[src/rtl/cpu_pkg.sv]
// Shared opcode, ALU code and sequencer state definitions for the 4-bit-opcode CPU.
// The HALT state exists only when SEQ_ILLEGAL_TRAP_EN is defined.
package cpu_pkg;

  localparam logic [3:0] OP_ADD   = 4'h0;
  localparam logic [3:0] OP_SUB   = 4'h1;
  localparam logic [3:0] OP_LOAD  = 4'h2;
  localparam logic [3:0] OP_STORE = 4'h3;
  localparam logic [3:0] OP_JUMP  = 4'h4;

  localparam logic [2:0] ALU_ADD = 3'b000;
  localparam logic [2:0] ALU_SUB = 3'b001;

`ifdef SEQ_ILLEGAL_TRAP_EN
  typedef enum logic [2:0] {
    ST_IDLE, ST_FETCH, ST_DECODE, ST_EXEC, ST_MEM, ST_WB, ST_HALT
  } seq_state_t;
`else
  typedef enum logic [2:0] {
    ST_IDLE, ST_FETCH, ST_DECODE, ST_EXEC, ST_MEM, ST_WB
  } seq_state_t;
`endif

  typedef struct packed {
    logic       is_alu;
    logic       is_mem;
    logic       is_store;
    logic       is_jump;
    logic       is_legal;
    logic [2:0] alu_op;
  } dec_t;

endpackage

[src/rtl/seq_decode.sv]
// Combinational opcode classifier for the sequencer; opcodes above JUMP are undefined.
module seq_decode
  import cpu_pkg::*;
(
  input  logic [3:0] opcode,
  output logic       is_alu,
  output logic       is_mem,
  output logic       is_store,
  output logic       is_jump,
  output logic       is_legal,
  output logic [2:0] alu_op
);

  always_comb begin
    is_alu   = (opcode == OP_ADD) || (opcode == OP_SUB);
    is_mem   = (opcode == OP_LOAD) || (opcode == OP_STORE);
    is_store = (opcode == OP_STORE);
    is_jump  = (opcode == OP_JUMP);
    is_legal = is_alu || is_mem || is_jump;
    // Loads write back the memory word through the adder path, hence ADD.
    alu_op   = (opcode == OP_SUB) ? ALU_SUB : ALU_ADD;
  end

endmodule

[src/rtl/cpu_sequencer.sv]
// Multi-cycle fetch/decode/exec/mem/wb sequencer owning the PC and IR.
// Define SEQ_ILLEGAL_TRAP_EN to trap undefined opcodes into HALT instead of treating them as NOPs.
module cpu_sequencer
  import cpu_pkg::*;
#(
  parameter int PC_W    = 8,
  parameter int INSTR_W = 16
) (
  input  logic               clk,
  input  logic               rst_n,
  input  logic               start,
  input  logic               stop,
  output logic               imem_req,
  output logic [PC_W-1:0]    imem_addr,
  input  logic               imem_ack,
  input  logic [INSTR_W-1:0] imem_rdata,
  output logic               dmem_req,
  output logic               dmem_we,
  input  logic               dmem_ack,
  output logic [INSTR_W-1:0] ir,
  output logic               reg_we,
  output logic [2:0]         alu_op,
  output logic               busy,
  output logic               illegal
);

  seq_state_t         state_q, state_d;
  logic [PC_W-1:0]    pc_q, pc_d;
  logic [INSTR_W-1:0] ir_q, ir_d;
  dec_t               dec_q, dec_d, dec_ir;
  logic               imem_req_q, imem_req_d;
  logic               dmem_req_q, dmem_req_d;
  logic               dmem_we_q, dmem_we_d;
  logic               reg_we_q, reg_we_d;
  logic [2:0]         alu_op_q, alu_op_d;
  logic               busy_q, busy_d;
  logic               illegal_q, illegal_d;
  seq_state_t         boundary_state;

  logic       d_is_alu, d_is_mem, d_is_store, d_is_jump, d_is_legal;
  logic [2:0] d_alu_op;

  seq_decode u_decode (
    .opcode   (ir_q[INSTR_W-1 -: 4]),
    .is_alu   (d_is_alu),
    .is_mem   (d_is_mem),
    .is_store (d_is_store),
    .is_jump  (d_is_jump),
    .is_legal (d_is_legal),
    .alu_op   (d_alu_op)
  );

  always_comb begin
    dec_ir = {d_is_alu, d_is_mem, d_is_store, d_is_jump, d_is_legal, d_alu_op};
  end

  always_comb begin
    boundary_state = stop ? ST_IDLE : ST_FETCH;
    state_d   = state_q;
    pc_d      = pc_q;
    ir_d      = ir_q;
    dec_d     = dec_q;
    illegal_d = illegal_q | ((state_q == ST_EXEC) & ~dec_q.is_legal);

    unique case (state_q)
      ST_IDLE: begin
        if (start) state_d = ST_FETCH;
      end
      ST_FETCH: begin
        if (imem_ack) begin
          ir_d    = imem_rdata;
          pc_d    = pc_q + PC_W'(1);
          state_d = ST_DECODE;
        end
      end
      ST_DECODE: begin
        dec_d   = dec_ir;
        state_d = ST_EXEC;
      end
      ST_EXEC: begin
        if (dec_q.is_alu) begin
          state_d = ST_WB;
        end else if (dec_q.is_mem) begin
          state_d = ST_MEM;
        end else if (dec_q.is_jump) begin
          pc_d    = ir_q[PC_W-1:0];
          state_d = boundary_state;
        end else begin
`ifdef SEQ_ILLEGAL_TRAP_EN
          state_d = ST_HALT;
`else
          state_d = boundary_state;
`endif
        end
      end
      ST_MEM: begin
        if (dmem_ack) state_d = dec_q.is_store ? boundary_state : ST_WB;
      end
      ST_WB: begin
        state_d = boundary_state;
      end
`ifdef SEQ_ILLEGAL_TRAP_EN
      ST_HALT: begin
        state_d = ST_HALT;
      end
`endif
      default: begin
        state_d = ST_IDLE;
      end
    endcase

    // Outputs are decoded from the next state so they leave the flops aligned with it.
    imem_req_d = (state_d == ST_FETCH);
    dmem_req_d = (state_d == ST_MEM);
    dmem_we_d  = (state_d == ST_MEM) && dec_d.is_store;
    reg_we_d   = (state_d == ST_WB);
    alu_op_d   = ((state_d == ST_EXEC) || (state_d == ST_WB)) ? dec_d.alu_op : ALU_ADD;
    busy_d     = (state_d != ST_IDLE);
  end

  always_ff @(posedge clk or negedge rst_n) begin
    if (!rst_n) begin
      state_q    <= ST_IDLE;
      pc_q       <= '0;
      ir_q       <= '0;
      dec_q      <= '0;
      imem_req_q <= 1'b0;
      dmem_req_q <= 1'b0;
      dmem_we_q  <= 1'b0;
      reg_we_q   <= 1'b0;
      alu_op_q   <= ALU_ADD;
      busy_q     <= 1'b0;
      illegal_q  <= 1'b0;
    end else begin
      state_q    <= state_d;
      pc_q       <= pc_d;
      ir_q       <= ir_d;
      dec_q      <= dec_d;
      imem_req_q <= imem_req_d;
      dmem_req_q <= dmem_req_d;
      dmem_we_q  <= dmem_we_d;
      reg_we_q   <= reg_we_d;
      alu_op_q   <= alu_op_d;
      busy_q     <= busy_d;
      illegal_q  <= illegal_d;
    end
  end

  assign imem_req  = imem_req_q;
  assign imem_addr = pc_q;
  assign dmem_req  = dmem_req_q;
  assign dmem_we   = dmem_we_q;
  assign ir        = ir_q;
  assign reg_we    = reg_we_q;
  assign alu_op    = alu_op_q;
  assign busy      = busy_q;
  assign illegal   = illegal_q;

endmodule

[config.mk]
export PLATFORM = sky130hd
export DESIGN_NAME = cpu_sequencer
export DESIGN_NICKNAME = d
export VERILOG_FILES = /design/src/rtl/cpu_pkg.sv /design/src/rtl/seq_decode.sv /design/src/rtl/cpu_sequencer.sv
export SDC_FILE = /design/constraint.sdc
export NUM_CORES = 1
export LEC_CHECK = 0
export ABC_CLOCK_PERIOD_IN_PS = 2000
export CORE_ASPECT_RATIO = 0.6
export CORE_MARGIN = 1.5
export CORE_UTILIZATION = 39
export CTS_CLUSTER_SIZE = 30
export DETAILED_ROUTE_END_ITERATION = 8
export GPL_TIMING_DRIVEN = 1
export HOLD_SLACK_MARGIN = 0.08
export PLACE_DENSITY_LB_ADDON = 0.25
export RECOVER_POWER = 50
export SLEW_MARGIN = 40
export SYNTH_ARGS = -nofsm -noshare
export SYNTH_HDL_FRONTEND = slang
export SYNTH_SLANG_ARGS = --single-unit
export TNS_END_PERCENT = 20
[constraint.sdc]
create_clock -name clk -period 2 [get_ports clk]
set_clock_uncertainty 0.15 [all_clocks]
set_input_delay 0.4 -clock clk [delete_from_list [all_inputs] [get_ports clk]]
set_output_delay 0.4 -clock clk [all_outputs]
set_load 0.01 [all_outputs]
==> metrics.txt <==
pre-CTS setup slack=-0.0827 ns; Routed WL per cell=13.2 um; Pwr per Cell Area=1460 nW/um^2; GRT Util Overall=17.8%; DRT Pass-1 Iters=4; number of global-route vias before repair=1541; status=completed; hold_ws=0.315 ns; worst hold path type=flop to flop; final setup margin=0.0642 ns; Yosys warning count=0; Setup Fix Bufs, Post-CTS=0; final hold vios=0; Routed Antenna Nets=0; Net Count, Synth=239; post-synth design cell area=2050 um^2; EDFF count, synth=0; Initial Util=40.5%; dpl cell area=2680 um^2; largest net degree at the start of global routing=27; fraction of layout cells with a size suffix above 1=9.03%; CP Class=flop to primary output; async set or reset register ratio after synthesis=100%; worst slew pin tran=1.05 ns; Die Wd=96.5 um; post-route cell area=2780 um^2; register area share after synthesis=53.8%; VDD IR max=0.593 mV; CTS sink count=44; critical path cell sequence=clkdlybuf4s50_1; Synth cell types=46; post-CTS sizing=0; RSZ-0062 raised after global routing=false; Core Region=5050 um^2; first-pass GRT wire length=7580 um; commonest non-fill, non-tap cells in the layout=nand2_1 (63), clkdlybuf4s50_1 (53), dfrtp_1 (44); flops & latches, synth=44; ANT cells=0; Min Clock Period, post-route=1.94 ns; CP max FO=9; DIE AREA=5710 um^2; slowest stage delay, CP=0.59 ns; ys flop type=dfrtp_1; Synth Instances=216; initial antenna violation count=0; final setup fails=0; Layout Nets=299; max_cap viols=0; vias per std cell=5.08; IO Count=55; slowest CP cell=clkdlybuf4s50_1; Arr. time, crit path=1.39 ns; DRC Markers=0; CTS tree=yes; Total Power=4.04 mW; total congestion overflow=0; final wirelength=4530 um; clk slew on worst S/H paths=0.08 ns; Die Span Y=59.1 um; max-slew violations=0; Buf/Inv on CP=1; CTS Root Cell=clkbuf_8; fin crit share=96.8%; DP Wirelength=3430 um; Top Family by Delay on Critical Path=buffers and inverters; CTS Buf Count=5; relative slew slack=30.1%; WP data required=1.45 ns; Leakage=1.24 nW; fmax=0.517 GHz; Rows=20; Skew-Pair Late Insertion Delay=0.29 ns; most common library cell in the layout ignoring fill and taps=nand2_1; IO Port Bufs=54; Initial DRC Count=78; Clock H-tree levels=2; startpoint types=flop; CTS Buffer Depth=2; Avg Cell Area, Syn=9.48 um^2; vias post-DR=1743; crit path capture type=primary output; gpl congestion=0.847; synthesis-to-layout area growth=35.6%
## metal layers
metal | vias to the layer above | GRT usage (%) | routed length (um)
met3 | 2 | 4.23 | 194
met5 | - | 0 | 0
met1 | 831 | 28.7 | 2490
met2 | 49 | 22.9 | 1820
li1 | 861 | - | -
met4 | 0 | 5.59 | 26
## logic make-up (layout without fill, tap and decap cells)
logic type	after synthesis	count (layout)	synth area share (%)
multiplexers	1	1	0.489
adder cells (fa/ha/maj)	1	1	0.611
flip-flops	44	44	53.8
AO/OA/AOI/OAI	38	38	12.7
buffers and inverters	16	77	4.52
AND/OR/NAND/NOR	116	116	27.9
## cells in the mapped netlist, types with 3 or more instances
| library cell | number | share of area (%) |
|---|---|---|
| dfrtp_1 | 44 | 54 |
| nand3_1 | 8 | 2.0 |
| a211oi_1 | 4 | 1.5 |
| a21oi_1 | 8 | 2.0 |
| nor2_1 | 13 | 2.4 |
| and2_1 | 3 | 0.92 |
| clkbuf_1 | 3 | 0.55 |
| buf_6 | 3 | 1.7 |
| buf_2 | 5 | 1.2 |
| nor3_1 | 6 | 1.5 |
| nand2_1 | 63 | 12 |
| inv_1 | 3 | 0.55 |
| nand2b_1 | 3 | 0.92 |
| o21ai_0 | 10 | 2.4 |
## through the flow
| stage | TNS (ns) | utilization (%) | instances |
|---|---|---|---|
| detailed placement | -0.102 | 52.9 | 334 |
| global route | 0 | 54.9 | 343 |
| finish | 0 | 54.9 | 343 |
| floorplan | 0 | - | 216 |
| global placement | -0.0440 | 52.9 | 334 |
| CTS | 0 | 55.0 | 343 |
## layout make-up
| type | instances | area [um^2] |
|---|---|---|
| fillers | 472 | 2280 |
| well taps | 66 | 82.6 |
| multi-input cells | 156 | 853 |
| clock buffers | 6 | 82.6 |
| clock inverters | 2 | 15.0 |
| repair buffers | 65 | 626 |
| flip-flops and latches | 44 | 1100 |
| inverters | 4 | 15.0 |
## what timing repair did
action	4_1_cts	5_1_grt
hold buffers	1	0
endpoints found under the setup margin	0	0
hold endpoints to repair	18	0
## flip-flops by register name, summed over array words and instances, names as in the netlist, 3 cells and up
signal     cells
state_q        3
ir            16
alu_op         3
imem_addr      8
dec_q          8
## power by group
| part | total (mW) | internal (mW) | switching, mW |
|---|---|---|---|
| Combinational | 1.84 | 0.942 | 0.901 |
| Sequential | 1.61 | 1.23 | 0.385 |
| Clock | 0.584 | 0.280 | 0.304 |
## path summary, 6_finish.rpt
| kind | start | to | slack (ns) | depth (start not counted) |
|---|---|---|---|---|
| min reg2reg | dec_q[3] | illegal | 0.31 | 1 |
| min | dec_q[3] | illegal | 0.31 | 1 |
| max reg2reg | state_q[2] | busy | 0.20 | 4 |
| max | imem_addr[2] | imem_addr[2] | 0.06 | 1 |
| min in group asynchronous | rst_n | ir[13] | 0.66 | 2 |
| max in group asynchronous | rst_n | imem_addr[5] | 0.37 | 3 |
Power figures use the tool's default switching activity.
